**src/rtl/piso_transmitter_if.sv**
```systemverilog
// ---------------------------------------------------------------------------
// piso_transmitter_if
// Parallel-load / serial-out link between a word source and the transmitter.
//
// Signals:
//   D      source -> transmitter   parallel word, sampled only on accept
//   LOAD   source -> transmitter   load request, held until accepted
//   READY  transmitter -> source   a word can be accepted this cycle
//   SO     transmitter -> line     serial data, MSB first
//   FRAME  transmitter -> line     high while SO carries frame bits
//   DONE   transmitter -> source   one-cycle pulse after each frame
//
// Modports:
//   master  the word source / line observer side
//   slave   the transmitter side
// ---------------------------------------------------------------------------
interface piso_transmitter_if #(
    parameter int WIDTH = 8
);
    logic [WIDTH-1:0] D;
    logic             LOAD;
    logic             READY;
    logic             SO;
    logic             FRAME;
    logic             DONE;

    modport master (
        output D,
        output LOAD,
        input  READY,
        input  SO,
        input  FRAME,
        input  DONE
    );

    modport slave (
        input  D,
        input  LOAD,
        output READY,
        output SO,
        output FRAME,
        output DONE
    );
endinterface

```
**src/rtl/piso_transmitter.sv**
```systemverilog
// ---------------------------------------------------------------------------
// piso_transmitter
// Loads a WIDTH-bit word on a LOAD/READY handshake and shifts it out MSB
// first on SO, one bit per clock. A new word may be accepted during the last
// bit of the current frame, so frames can stream with no idle gap.
//
// Parameters:
//   WIDTH       frame length in bits (2..32)
//   IDLE_LEVEL  SO value whenever no frame is being shifted
//
// Ports:
//   C    clock, all state changes on its rising edge
//   CLR  asynchronous active-high reset
//   bus  handshake and serial outputs (slave side of piso_transmitter_if)
// ---------------------------------------------------------------------------
module piso_transmitter #(
    parameter int   WIDTH      = 8,
    parameter logic IDLE_LEVEL = 1'b0
) (
    input  logic                 C,
    input  logic                 CLR,
    piso_transmitter_if.slave    bus
);

    localparam int CW = $clog2(WIDTH);

    localparam logic [0:0] IDLE  = 1'b0;
    localparam logic [0:0] SHIFT = 1'b1;

    localparam logic [CW-1:0] LAST = CW'(WIDTH - 1);

    logic [0:0]       state;
    logic [WIDTH-1:0] sr;
    logic [CW-1:0]    cnt;
    logic             done_q;

    logic             last_bit;
    logic             ready;
    logic             accept;

    // The last bit of a frame is the only point inside SHIFT where a new word
    // can be taken; that is what lets back-to-back frames run without a gap.
    always_comb begin
        last_bit = (state == SHIFT) && (cnt == LAST);
        ready    = (state == IDLE) || last_bit;
        accept   = bus.LOAD && ready;
    end

    // State, shift register and bit counter. An accept has priority over the
    // end-of-frame return to IDLE so the next frame starts on the very next
    // cycle. The register is not shifted on the last bit since SO leaves SR
    // at that point anyway.
    always_ff @(posedge C or posedge CLR) begin
        if (CLR) begin
            state  <= IDLE;
            sr     <= '0;
            cnt    <= '0;
            done_q <= 1'b0;
        end else begin
            done_q <= last_bit;
            if (accept) begin
                sr    <= bus.D;
                cnt   <= '0;
                state <= SHIFT;
            end else if (state == SHIFT) begin
                if (last_bit) begin
                    state <= IDLE;
                    cnt   <= '0;
                end else begin
                    sr  <= sr << 1;
                    cnt <= cnt + 1'b1;
                end
            end
        end
    end

    always_comb begin
        bus.READY = ready;
        bus.FRAME = (state == SHIFT);
        bus.SO    = (state == SHIFT) ? sr[WIDTH-1] : IDLE_LEVEL;
        bus.DONE  = done_q;
    end

endmodule
```
**src/flat_wrapper.sv**
```systemverilog
// flat-port wrapper written by rule: the top's interface ports become plain ports
module piso_transmitter_flat 
#(
    parameter int   WIDTH      = 8,
    parameter logic IDLE_LEVEL = 1'b0
)
  (C, CLR, bus_D, bus_LOAD, bus_READY, bus_SO, bus_FRAME, bus_DONE);
  piso_transmitter_if #(.WIDTH(WIDTH)) bus_i ();
  input  logic C;
  input  logic CLR;
  input wire logic [$bits(bus_i.D)-1:0] bus_D;
  input wire logic [$bits(bus_i.LOAD)-1:0] bus_LOAD;
  output wire logic [$bits(bus_i.READY)-1:0] bus_READY;
  output wire logic [$bits(bus_i.SO)-1:0] bus_SO;
  output wire logic [$bits(bus_i.FRAME)-1:0] bus_FRAME;
  output wire logic [$bits(bus_i.DONE)-1:0] bus_DONE;
  assign bus_i.D = bus_D;
  assign bus_i.LOAD = bus_LOAD;
  assign bus_READY = bus_i.READY;
  assign bus_SO = bus_i.SO;
  assign bus_FRAME = bus_i.FRAME;
  assign bus_DONE = bus_i.DONE;
  piso_transmitter #(.WIDTH(WIDTH), .IDLE_LEVEL(IDLE_LEVEL)) u_core (.C(C), .CLR(CLR), .bus(bus_i));
endmodule
```
**config.mk**
```make
export PLATFORM = sky130hd
export DESIGN_NAME = piso_transmitter_flat
export DESIGN_NICKNAME = d
export VERILOG_FILES = /design/src/rtl/piso_transmitter_if.sv /design/src/rtl/piso_transmitter.sv /design/src/flat_wrapper.sv
export SDC_FILE = /design/constraint.sdc
export NUM_CORES = 1
export LEC_CHECK = 0
export ABC_AREA = 1
export ABC_CLOCK_PERIOD_IN_PS = 1700
export CAP_MARGIN = 15
export CORE_MARGIN = 3
export CORE_UTILIZATION = 46
export DETAILED_ROUTE_END_ITERATION = 7
export GPL_TIMING_DRIVEN = 1
export PLACE_DENSITY = 0.85
export REMOVE_ABC_BUFFERS = 1
export SLEW_MARGIN = 20
export SYNTH_ARGS = -nofsm -noshare
export SYNTH_HDL_FRONTEND = slang
export SYNTH_SLANG_ARGS = --single-unit
```
**constraint.sdc**
```tcl
create_clock -name C -period 1.7 [get_ports C]
set_input_delay 0.17 -clock C [delete_from_list [all_inputs] [get_ports C]]
set_output_delay 0.17 -clock C [all_outputs]
set_load 0.05 [all_outputs]
```
# --- After elaboration in Yosys (flattened, before gate mapping) ---
# Cells that the tools add are included.
op_classes:
  add_sub_neg: 1
  n_mul: 0
  div: 0
  magnitude_cmp: 0
  eq_ne: 2
  shifts: 0
  muxes: 10
  n_bitwise: 1
  reduce_logical: 5
op_table:
  columns: ["cell", "n"]
  rows:
  - ["$mux 8", 3]
  - ["$mux 3", 3]
  - ["$mux 1", 4]
  - ["$add 3x1->3 const B", 1]
  - ["$eq 3x3->1 const B", 1]
  - ["$logic_and 1x1->1", 2]
  - ["$ne 2x2->1 const B", 1]
  - ["$reduce_and 2->1", 1]
  - ["$reduce_bool 2->1", 1]
  - ["$logic_or 1x1->1", 1]
  - ["$not 1->1", 1]
word_totals:
  ff_bits: 13
  latchBits: 0
  mem_bits_rw: 0
  romBits: 0
  in_bits: 11
  out_inout_bits: 4
  elab_cells: 23
  memories: 0

# --- Logic depth before layout (Yosys ltp) ---
depth:
  word_depth: 6
  ltp_mapped: 8
  ltp_nobuf: 7

# --- Worst setup path after synthesis ---
# No wires, ideal clock.
synth_timing:
  path_kind: "register -> register"
  startpoint: "register u_core.cnt[0]"
  endpoint: "register u_core.sr[2]"
  setup_time_ps: 125
  arrival_ps: 1225
  required_ps: 1575
  slack_ps: 350
  path_stages_with_launch: 8
  synth_period_minus_slack_ps: 1350
  path_cell_list: "dfrtp_1 -> ha_1 -> ha_1 -> inv_2 -> nand2_2 -> buf_6 -> nand3_1 -> nand3_1"
synth_between:
  elab_chain_cells: 6
synth_rtl:
  columns: ["item", "line", "rtl"]
  rows:
  - ["start: declaration", "piso_transmitter.sv:34", "logic [CW-1:0] cnt;"]
  - ["start signal: assignment", "piso_transmitter.sv:71", "cnt <= cnt + 1'b1;"]
  - ["$eq 3x3->1 (*)", "piso_transmitter.sv:44", "last_bit = (state == SHIFT) && (cnt == LAST);"]
  - ["$logic_and 1x1->1 (*)", "piso_transmitter.sv:44", null]
  - ["$logic_or 1x1->1 (*)", "piso_transmitter.sv:45", "ready = (state == IDLE) || last_bit;"]
  - ["named net bus_READY", "flat_wrapper.sv:13", "output wire logic [$bits(bus_i.READY)-1:0] bus_READY;"]
  - ["$logic_and 1x1->1 (*)", "piso_transmitter.sv:46", "accept = bus.LOAD && ready;"]
  - ["$ne 2x2->1 (no line) or $reduce_bool 2->1 (tied branches)", null, null]
  - ["$reduce_and 2->1 (no line)", null, null]
  - ["end signal: assignment", "piso_transmitter.sv:62", "sr <= bus.D;"]
  - ["end signal: assignment", "piso_transmitter.sv:70", "sr <= sr << 1;"]
  - ["end: declaration", "piso_transmitter.sv:33", "logic [WIDTH-1:0] sr;"]
# Mark *: on every way through the listed nets, which the timed path passes. The rest lies on a longest branch.
# A chain may end at the register's enable or synchronous reset.

# --- Worst setup path in the final report ---
layout_timing:
  startpoint: "register u_core.cnt[0]"
  endpoint: "output bus_READY"
layout_between:
  elab_chain_cells: 3
layout_rtl:
  columns: ["item", "line"]
  rows:
  - ["$eq 3x3->1", "piso_transmitter.sv:44"]
  - ["$logic_and 1x1->1", "piso_transmitter.sv:44"]
  - ["$logic_or 1x1->1", "piso_transmitter.sv:45"]
  - ["end: declaration", "flat_wrapper.sv:13"]
# No other way between the ends.

==> flow_summary.ini <==
[layout]
fillerInstances = 101
drive_gt1_share_pct = 13.5
nets = 103
syn_to_final_growth_pct = 30.7
design_area_um2 = 820
num_antenna_cells = 0
regArea_um2 = 325
multi_input_area_um2 = 269
fin_cells = 103

[global_routing]
met1_usage_pct = 16.6
grt_overflow = 0
top_usage_layer = met2
grt_pass1_vias = 515
grt_antenna_before_repair = 0
use_met2_pct = 24.6
grt_pass1_wl_um = 2030
grt.total_usage_pct = 15.1
use_met3_pct = 2.54
grt_max_degree = 21

[setup_path]
critPathKind = reg -> out
cp.required_ns = 1.53
start_kind = register
cp_max_fo = 10
critPathCaptureType = output port
worstPathArrival_ns = 1.44

[power]
peakVddDrop_v = 0.000772
p_leak_nw = 0.412
p_per_area_nw_per_um2 = 1630

[timing]
skew_ns = 0.00803
setup_tns_ns = 0
slew_viol_final = 0
rsz0062_at_grt = no
hold_viol = 0
fmax_mhz = 620
setup_viol = 0
finalCritPeriodShare_pct = 94.9
slew_headroom_pct = 66.3
worst_hold_slack_ns = 0.214
min_period_ns = 1.61
tightest_slew_ns = 0.506

[floorplan]
core_um2 = 1190
start_util_pct = 52.8
die_w_um = 42.9
io_pins = 15
die_h_um = 42.9
dieArea_um2 = 1840
rows = 12

[logic_synthesis]
synth_area_um2 = 627
yosysSeqAreaShare_pct = 51.9
ys_seq_elements = 13
syn_area_per_cell_um2 = 8.71
synth_warnings = 0
synth_cell_types = 12
synthCells = 72

[cts]
htree_levels = 1
cts_buffer_depth = 2
cts-hold-fix-buffers = 0
clk_pin_slew_ns = 0.08
cts_tree = yes
clkSinkCount = 13
cts_setup_buffers = 0
cts_root_buf = clkbuf_4
clkLatencyLatePin_ns = 0.27
cts_buffers = 3

[placement]
postPlaceCellArea_um2 = 763
gp_congestion = 0.760
dpl.hpwl_um = 947
port_buffers = 14
dpl.cell_count = 98

[drt]
vias = 546
dr.pass1.iters = 4
drt-vias-per-instance = 5.30
drc = 0
postRouteAntennaNets = 0
drtIter0Drc = 15
wire_per_inst_um = 12.8
finalWirelength_um = 1320

[flow_run]
drv_cap = 0

[status]
outcome = finished clean

[hold_path]
hp-class = in -> async
[metrics by stage]
stage | setup WS (ns) | power, W | utilization [%]
floorplan | 0.197 | 0.000892 | -
global placement | 0.229 | 0.00107 | 64.3
detailed placement | 0.181 | 0.00110 | 64.3
CTS | 0.0526 | 0.00132 | 67.9
global route | 0.0333 | 0.00143 | 69.1
finish | 0.0869 | 0.00134 | 69.1
[sequential cells by signal, indices dropped and copies added (netlist names)]
signal,cells
u_core.sr,8
u_core.cnt,3
u_core.bus.DONE,1
u_core.bus.FRAME,1
[worst max-delay path: stages (launching register included)]
cell and delay, ns:
dfrtp_1 0.40, ha_1 0.21, ha_2 0.21, inv_4 0.10
nand2_8 0.08, buf_12 0.17
[path summary, 6_finish.rpt]
| path | slack (ns) | startpoint | to | cells after the start |
|---|---|---|---|---|
| setup / recovery | 0.09 | u_core.cnt[0] | bus_READY | 5 |
| hold / removal | 0.21 | CLR | u_core.sr[5] | 2 |
| setup reg to reg | 0.38 | u_core.cnt[0] | u_core.sr[6] | 6 |
| hold reg to reg | 0.50 | u_core.cnt[0] | u_core.cnt[0] | 1 |
| max in group asynchronous | 1.14 | CLR | u_core.bus.DONE | 2 |
| min in group C | 0.46 | bus_D[7] | u_core.sr[7] | 3 |
[cell usage after synthesis, drive strengths merged]
| master | instances | share of area [%] |
|---|---|---|
| ha | 2 | 4.0 |
| nand3 | 23 | 18 |
| nor2 | 3 | 3.0 |
| clkinv | 1 | 0.60 |
| inv | 6 | 3.6 |
| o21ai | 1 | 0.80 |
| buf | 3 | 5.4 |
| dfrtp | 13 | 52 |
| nand2 | 20 | 12 |
[cells by family after synthesis]
logic type	Yosys count	synth area share (%)
simple gates	46	33.7
flops	13	51.9
buf+inv	10	9.58
fa+ha+maj	2	3.99
compound gates	1	0.798
[layout by cell type (no fill, tap or decap), types with 2 or more instances in the layout]
| cell type | Yosys | layout |
|---|---|---|
| nor2_1 | 2 | 2 |
| inv_1 | 5 | 5 |
| dfrtp_1 | 13 | 13 |
| nand3_1 | 23 | 23 |
| buf_4 | 0 | 3 |
| clkdlybuf4s50_1 | 0 | 11 |
| nand2_1 | 19 | 19 |
| clkbuf_4 | 0 | 3 |
[area by class of cell]
| type | instances | share of cell area [%] |
|---|---|---|
| inverters | 7 | 3.51 |
| repair buffers | 15 | 18.6 |
| flip-flops and latches | 13 | 39.7 |
| clock buffers | 4 | 3.21 |
| multi-input cells | 50 | 32.8 |
| well taps | 14 | 2.14 |
[layer usage]
metal  wire, um  vias to the layer above
met1        574                      256
li1           -                      270
met2        652                       16
met4         29                        0
met5          0                        -
met3         65                        4
[power by group]
group	internal (W)	switching (W)	total (W)	leakage, nW
Combinational	0.000248	0.000392	0.000640	0.231
Clock	0.0000908	0.0000979	0.000189	0.0150
Sequential	0.000427	0.0000836	0.000510	0.166
[timing repair]
action / in CTS / in global routing
hold endpoints to repair: 0 / 0
endpoints found under the setup margin: 1 / 1
gates resized for setup: 3 / 1
gates cloned: 0 / 1
Note: power is estimated with default switching activity, not from simulation.
